<file path="src/rtl/mio_pkg.sv">
// Shared types and IO map for the memory/IO bus responder.
// Optional cycle counter is enabled by MIO_COUNTER_EN.
package mio_pkg;

  typedef enum logic [1:0] {
    ST_IDLE = 2'd0,
    ST_RD   = 2'd1,
    ST_DONE = 2'd2
  } mio_state_e;

  localparam int unsigned DATA_W  = 32;
  localparam int unsigned WAIT_W  = 4;
  localparam int unsigned LED_W   = 16;

  localparam logic [3:0]  IO_BASE    = 4'hF;
  localparam logic [27:0] SW_LED_OFS = 28'h000_0000;
  localparam logic [27:0] CNT_OFS    = 28'h000_0004;

  // Request as seen by the responder; bits [1:0] of the address are ignored
  typedef struct packed {
    logic              rd;
    logic              wr;
    logic [DATA_W-1:0] addr;
    logic [DATA_W-1:0] wdata;
  } mio_req_t;

  function automatic logic io_word_hit(input logic [DATA_W-1:0] addr,
                                       input logic [27:0] ofs);
    return addr[27:2] == ofs[27:2];
  endfunction

endpackage

</file>
<file path="src/rtl/mio_counter.sv">
// Free-running 32-bit cycle counter with synchronous load (load beats increment).
// Instantiated only when MIO_COUNTER_EN is defined.
module mio_counter
  import mio_pkg::*;
(
  input  logic              clk,
  input  logic              reset,
  input  logic              load,
  input  logic [DATA_W-1:0] load_val,
  output logic [DATA_W-1:0] q
);

  logic [DATA_W-1:0] cnt_q;
  logic [DATA_W-1:0] cnt_d;

  always_comb begin
    cnt_d = cnt_q + DATA_W'(1);
    if (load) begin
      cnt_d = load_val;
    end
  end

  always_ff @(posedge clk) begin
    if (reset) begin
      cnt_q <= '0;
    end else begin
      cnt_q <= cnt_d;
    end
  end

  assign q = cnt_q;

endmodule

</file>
<file path="src/rtl/mio_bus_responder.sv">
// Memory/IO responder for the multicycle CPU: block RAM with read wait states plus switch/LED IO.
// Define MIO_COUNTER_EN to add the cycle counter at 0xF000_0004.
module mio_bus_responder
  import mio_pkg::*;
#(
  parameter int unsigned RAM_AW      = 12,
  parameter int unsigned WAIT_STATES = 0
) (
  input  logic              clk,
  input  logic              reset,
  input  logic              mem_r,
  input  logic              mem_w,
  input  logic [31:0]       M_addr,
  input  logic [31:0]       data_out,
  output logic [31:0]       data2CPU,
  output logic              MIO_ready,
  output logic [RAM_AW-1:0] ram_addr,
  output logic [31:0]       ram_din,
  output logic              ram_we,
  input  logic [31:0]       ram_dout,
  input  logic [15:0]       sw,
  output logic [15:0]       led
);

  localparam logic [WAIT_W-1:0] LAST_WAIT = WAIT_W'(WAIT_STATES);

  mio_req_t          req;
  mio_state_e        state_q, state_d;
  logic [WAIT_W-1:0] wait_q, wait_d;
  logic [DATA_W-1:0] data_q, data_d;
  logic [LED_W-1:0]  led_q, led_d;
  logic              is_io;
  logic              hit_sw_led;
  logic              hit_cnt;
  logic [DATA_W-1:0] cnt_val;
  logic [DATA_W-1:0] io_rdata;
  logic              ram_we_c;
  logic              mio_ready_c;
  logic              cnt_load_c;
  logic              unused_addr_bits;

  assign req = '{rd: mem_r, wr: mem_w, addr: M_addr, wdata: data_out};

  assign is_io      = req.addr[31:28] == IO_BASE;
  assign hit_sw_led = is_io && io_word_hit(req.addr, SW_LED_OFS);
  assign hit_cnt    = is_io && io_word_hit(req.addr, CNT_OFS);
  assign unused_addr_bits = ^req.addr[1:0];

`ifdef MIO_COUNTER_EN
  mio_counter u_counter (
    .clk      (clk),
    .reset    (reset),
    .load     (cnt_load_c),
    .load_val (req.wdata),
    .q        (cnt_val)
  );
`else
  assign cnt_val = '0;
`endif

  // Unmapped IO words read as zero
  always_comb begin
    io_rdata = '0;
    if (hit_sw_led) begin
      io_rdata = {16'b0, sw};
    end else if (hit_cnt) begin
      io_rdata = cnt_val;
    end
  end

  // Next-state and access control; a simultaneous read+write is a write
  always_comb begin
    state_d     = state_q;
    wait_d      = wait_q;
    data_d      = data_q;
    led_d       = led_q;
    ram_we_c    = 1'b0;
    mio_ready_c = 1'b0;
    cnt_load_c  = 1'b0;
    case (state_q)
      ST_IDLE: begin
        mio_ready_c = !req.rd && !req.wr;
        if (req.wr) begin
          state_d = ST_DONE;
          if (!is_io) begin
            ram_we_c = 1'b1;
          end else if (hit_sw_led) begin
            led_d = req.wdata[LED_W-1:0];
          end else if (hit_cnt) begin
            cnt_load_c = 1'b1;
          end
        end else if (req.rd) begin
          if (is_io) begin
            data_d  = io_rdata;
            state_d = ST_DONE;
          end else begin
            wait_d  = '0;
            state_d = ST_RD;
          end
        end
      end
      ST_RD: begin
        if (wait_q == LAST_WAIT) begin
          data_d  = ram_dout;
          wait_d  = '0;
          state_d = ST_DONE;
        end else begin
          wait_d = wait_q + WAIT_W'(1);
        end
      end
      ST_DONE: begin
        mio_ready_c = 1'b1;
        state_d     = ST_IDLE;
      end
      default: begin
        state_d = ST_IDLE;
      end
    endcase
  end

  always_ff @(posedge clk) begin
    if (reset) begin
      state_q <= ST_IDLE;
      wait_q  <= '0;
      data_q  <= '0;
      led_q   <= '0;
    end else begin
      state_q <= state_d;
      wait_q  <= wait_d;
      data_q  <= data_d;
      led_q   <= led_d;
    end
  end

  // Ready and write strobe respond to the request in the same cycle; reset forces idle behaviour
  assign MIO_ready = reset | mio_ready_c;
  assign ram_we    = ram_we_c & ~reset;
  assign ram_addr  = req.addr[RAM_AW+1:2];
  assign ram_din   = req.wdata;
  assign data2CPU  = data_q;
  assign led       = led_q;

endmodule

</file>
<file path="config.mk">
export PLATFORM = sky130hd
export DESIGN_NAME = mio_bus_responder
export DESIGN_NICKNAME = d
export VERILOG_FILES = /design/src/rtl/mio_pkg.sv /design/src/rtl/mio_counter.sv /design/src/rtl/mio_bus_responder.sv
export SDC_FILE = /design/constraint.sdc
export NUM_CORES = 1
export LEC_CHECK = 0
export ABC_AREA = 1
export ABC_CLOCK_PERIOD_IN_PS = 3600
export BUFFER_PORTS_ARGS = -buffer_cell sky130_fd_sc_hd__buf_2
export CAP_MARGIN = 20
export CORE_MARGIN = 5
export CORE_UTILIZATION = 46
export DETAILED_ROUTE_END_ITERATION = 8
export PLACE_DENSITY = 0.86
export SLEW_MARGIN = 40
export SYNTH_ARGS = -nofsm -noshare
export SYNTH_HDL_FRONTEND = slang
export SYNTH_SLANG_ARGS = --single-unit
</file>
<file path="constraint.sdc">
create_clock -name clk -period 3.6 [get_ports clk]
set_clock_uncertainty 0.05 [all_clocks]
set_input_delay 0.72 -clock clk [delete_from_list [all_inputs] [get_ports clk]]
set_output_delay 0.72 -clock clk [all_outputs]
set_load 0.03 [all_outputs]
</file>
==> results.py <==
metrics = {
    "setup_path": {
        "crit_path_cell_trace": "buf_2, clkinv_1, nand3_1, buf_2",
        "crit_path_max_fanout": 19,
        "cp_slowest_stage_delay_ns": 0.32,
        "endpoint_kind": "output pin",
        "critPathRequiredTime_ns": 2.83,
        "start_kind": "primary input",
        "path_class": "primary input to output pin",
        "slowest_stage": "buf_2",
        "worstPathArrival_ns": 1.55,
        "cp_common_cell": "buf_2",
    },
    "floorplan": {
        "coreArea_um2": 6832,
        "die-area_um2": 8869,
        "start_util_pct": 47.71,
        "num_rows": 30,
        "ios": 210,
        "die_h_um": 94.18,
        "die_x_um": 94.18,
    },
    "yosys": {
        "synth_area_leader_cell": "dfxtp_1",
        "ys_ff_latch": 54,
        "synthesis.nets": 645,
        "syn_area_per_cell_um2": 6.185,
        "yosys-mux-area-fraction_pct": 0,
        "synth_compound_area_share_pct": 8.369,
        "post-synth-top-count-cell": "nor2_1",
        "syn-instance-count": 527,
        "synth-xor-area-share_pct": 0.5374,
        "synth_flop_cell": "dfxtp_1",
        "synth_top_family_by_area": "simple AND/OR/NAND/NOR gates",
        "synthAdderAreaFrac_pct": 0.7678,
        "yosys.area.top_type_share_pct": 33.17,
        "synth_area_leaders": "dfxtp_1, nor2_1, buf_4",
        "syn_area_um2": 3259,
        "ys_seq_area_share_pct": 33.17,
        "yosys.area_share.simple_pct": 31.90,
        "synth_edf_count": 0,
        "ys_async_sr_fraction_pct": 0,
        "ys_top_cells_by_count": "nor2_1, inv_1, nand2_1",
        "yosysUniqueCellTypes": 23,
        "synth_warnings": 0,
    },
    "clocking": {
        "cts_tree": "done",
        "numCtsBuffers": 5,
        "post_cts_buffers": 0,
        "cts_hold_buf": 0,
        "clk_path_buf_depth": 2,
        "htree_levels": 2,
        "cts.sinks": 54,
        "clk_pin_slew_ns": 0.09,
        "clk-insertion-delay-late_ns": 0.31,
        "ctsResizeCount": 0,
        "root_buffer": "clkbuf_8",
    },
    "power_and_ir_drop": {
        "clockPowerShare_pct": 24.6,
        "seqPwrFrac_pct": 48.0,
        "power_switching_uw": 455.4,
        "power_density_nw_per_um2": 341.8,
        "swShare_pct": 34.10,
        "comb_power_share_pct": 27.4,
        "ir_drop_mv": 0.1366,
        "p_leak_nw": 2.290,
        "p_int_uw": 880.0,
        "power_mw": 1.335,
    },
    "sta": {
        "tightest_slew_ns": 0.6602,
        "relSlewSlack_pct": 55.94,
        "min_period_over_period_pct": 64.48,
        "rsz0062_at_grt": "no",
        "hold_viol": 0,
        "fmax_ghz": 0.4308,
        "maxSlewViolCount": 0,
        "final.min_clock_period_ns": 2.321,
        "tns_ns": 0,
        "setup_viol": 0,
        "holdWs_ns": 0.4352,
    },
    "flow_run": {
        "drv_cap": 0,
    },
    "final_layout": {
        "nets": 765,
        "final-seq-area_um2": 1081,
        "multiInputGateArea_um2": 1368,
        "drive_above_1_share_pct": 30.91,
        "area_growth_syn_to_layout_pct": 19.88,
        "nFillCells": 702,
        "antennaDiodeCount": 0,
        "design_area_um2": 3908,
    },
    "detailed_routing": {
        "vias": 3287,
        "post-route-drc-count": 0,
        "vias_per_cell": 4.424,
        "avgRoutedWirePerCell_um": 11.36,
        "ant_nets": 0,
        "first_iter_violations": 83,
        "totalWireLength_um": 8440,
        "firstDrtPassIters": 4,
    },
    "hold_path": {
        "hold_class": "flop to flop",
    },
    "place": {
        "gp_congestion": 0.7645,
        "io_buffer_count": 175,
        "hpwl_um": 6537,
        "place_area_um2": 3827,
    },
    "global_route": {
        "overflow": 0,
        "grtUsageTotal_pct": 18.42,
        "first_global_vias": 3095,
        "antenna_found_initial": 0,
        "grt_pass1_wl_um": 13340,
        "grt_max_degree": 49,
    },
    "status": {
        "status": "finished clean",
    },
}
==> power groups by stage <==
| stage | Combinational, mW | Clock [mW] | Sequential (mW) |
|---|---|---|---|
| floorplan | 0.252 | 0 | 0.703 |
| global placement | 0.357 | 0 | 0.653 |
| detailed placement | 0.368 | 0 | 0.655 |
| CTS | 0.369 | 0.339 | 0.641 |
| global route | 0.405 | 0.365 | 0.645 |
| finish | 0.365 | 0.329 | 0.641 |
==> sequential cells by signal, indices dropped and copies added (netlist names) <==
signal,flops
wait_q,4
data2CPU,32
led,16
state_q,2
==> final cells by class <==
cell class / instances / area share, %
clock inverter: 1 / 0.1921
multi-input combinational: 312 / 35.00
inverter: 96 / 9.222
clock buffer: 6 / 1.857
sequential: 54 / 27.67
tap: 96 / 3.074
timing repair buffer: 178 / 22.99
==> final timing paths <==
path,from,endpoint,slack (ns),cells past startpoint
setup reg to reg,state_q[1],data2CPU[12],1.67,8
setup / recovery,reset,MIO_ready,1.28,4
hold / removal,led[3],led[3],0.44,2
hold reg to reg,led[3],led[3],0.44,2
==> cell families after synthesis <==
family          count (synthesis)
simple gates                  257
buf+inv                       161
flops                          54
compound gates                 51
xor+xnor                        2
fa+ha+maj                       2
==> cells in the final DEF (no fill, tap or decap) <==
cell        count
a21oi_1        45
a21oi_2         4
a22oi_1         1
buf_2         175
buf_4           3
clkbuf_1        1
clkbuf_8        5
clkinv_1        1
clkinvlp_4      1
dfxtp_1        54
ha_1            2
inv_1          94
inv_2           1
nand2_1        92
nand2_2         1
nand2_4         1
nand3_1        20
nand4_4         1
nor2_1        129
nor2_2          7
nor2_4          1
nor3_1          2
nor4_1          2
o21ai_0         1
or2_1           1
xor2_1          2
==> critical path: cells and delay by family <==
kind | cells | cell delay, ns
simple gates | 1 | 0.13
buf+inv | 3 | 0.70
==> per-layer routing <==
| metal | GRT usage, % | share of wire [%] |
|---|---|---|
| met5 | 0 | 0 |
| met3 | 3.686 | 6.1 |
| met4 | 4.573 | 1.4 |
| met2 | 36.47 | 54 |
| met1 | 19.52 | 39 |
==> per-stage QoR <==
stage | std cells | setup slack [ns] | util [%]
2_1_floorplan | 527 | 0.9647 | -
3_3_place_gp | 736 | 1.277 | 55.88
3_5_place_dp | 736 | 1.259 | 56.03
4_1_cts | 743 | 1.253 | 57.20
5_1_grt | 743 | 1.213 | 57.20
6_report | 743 | 1.279 | 57.20
(Power assumes the default switching activity.)
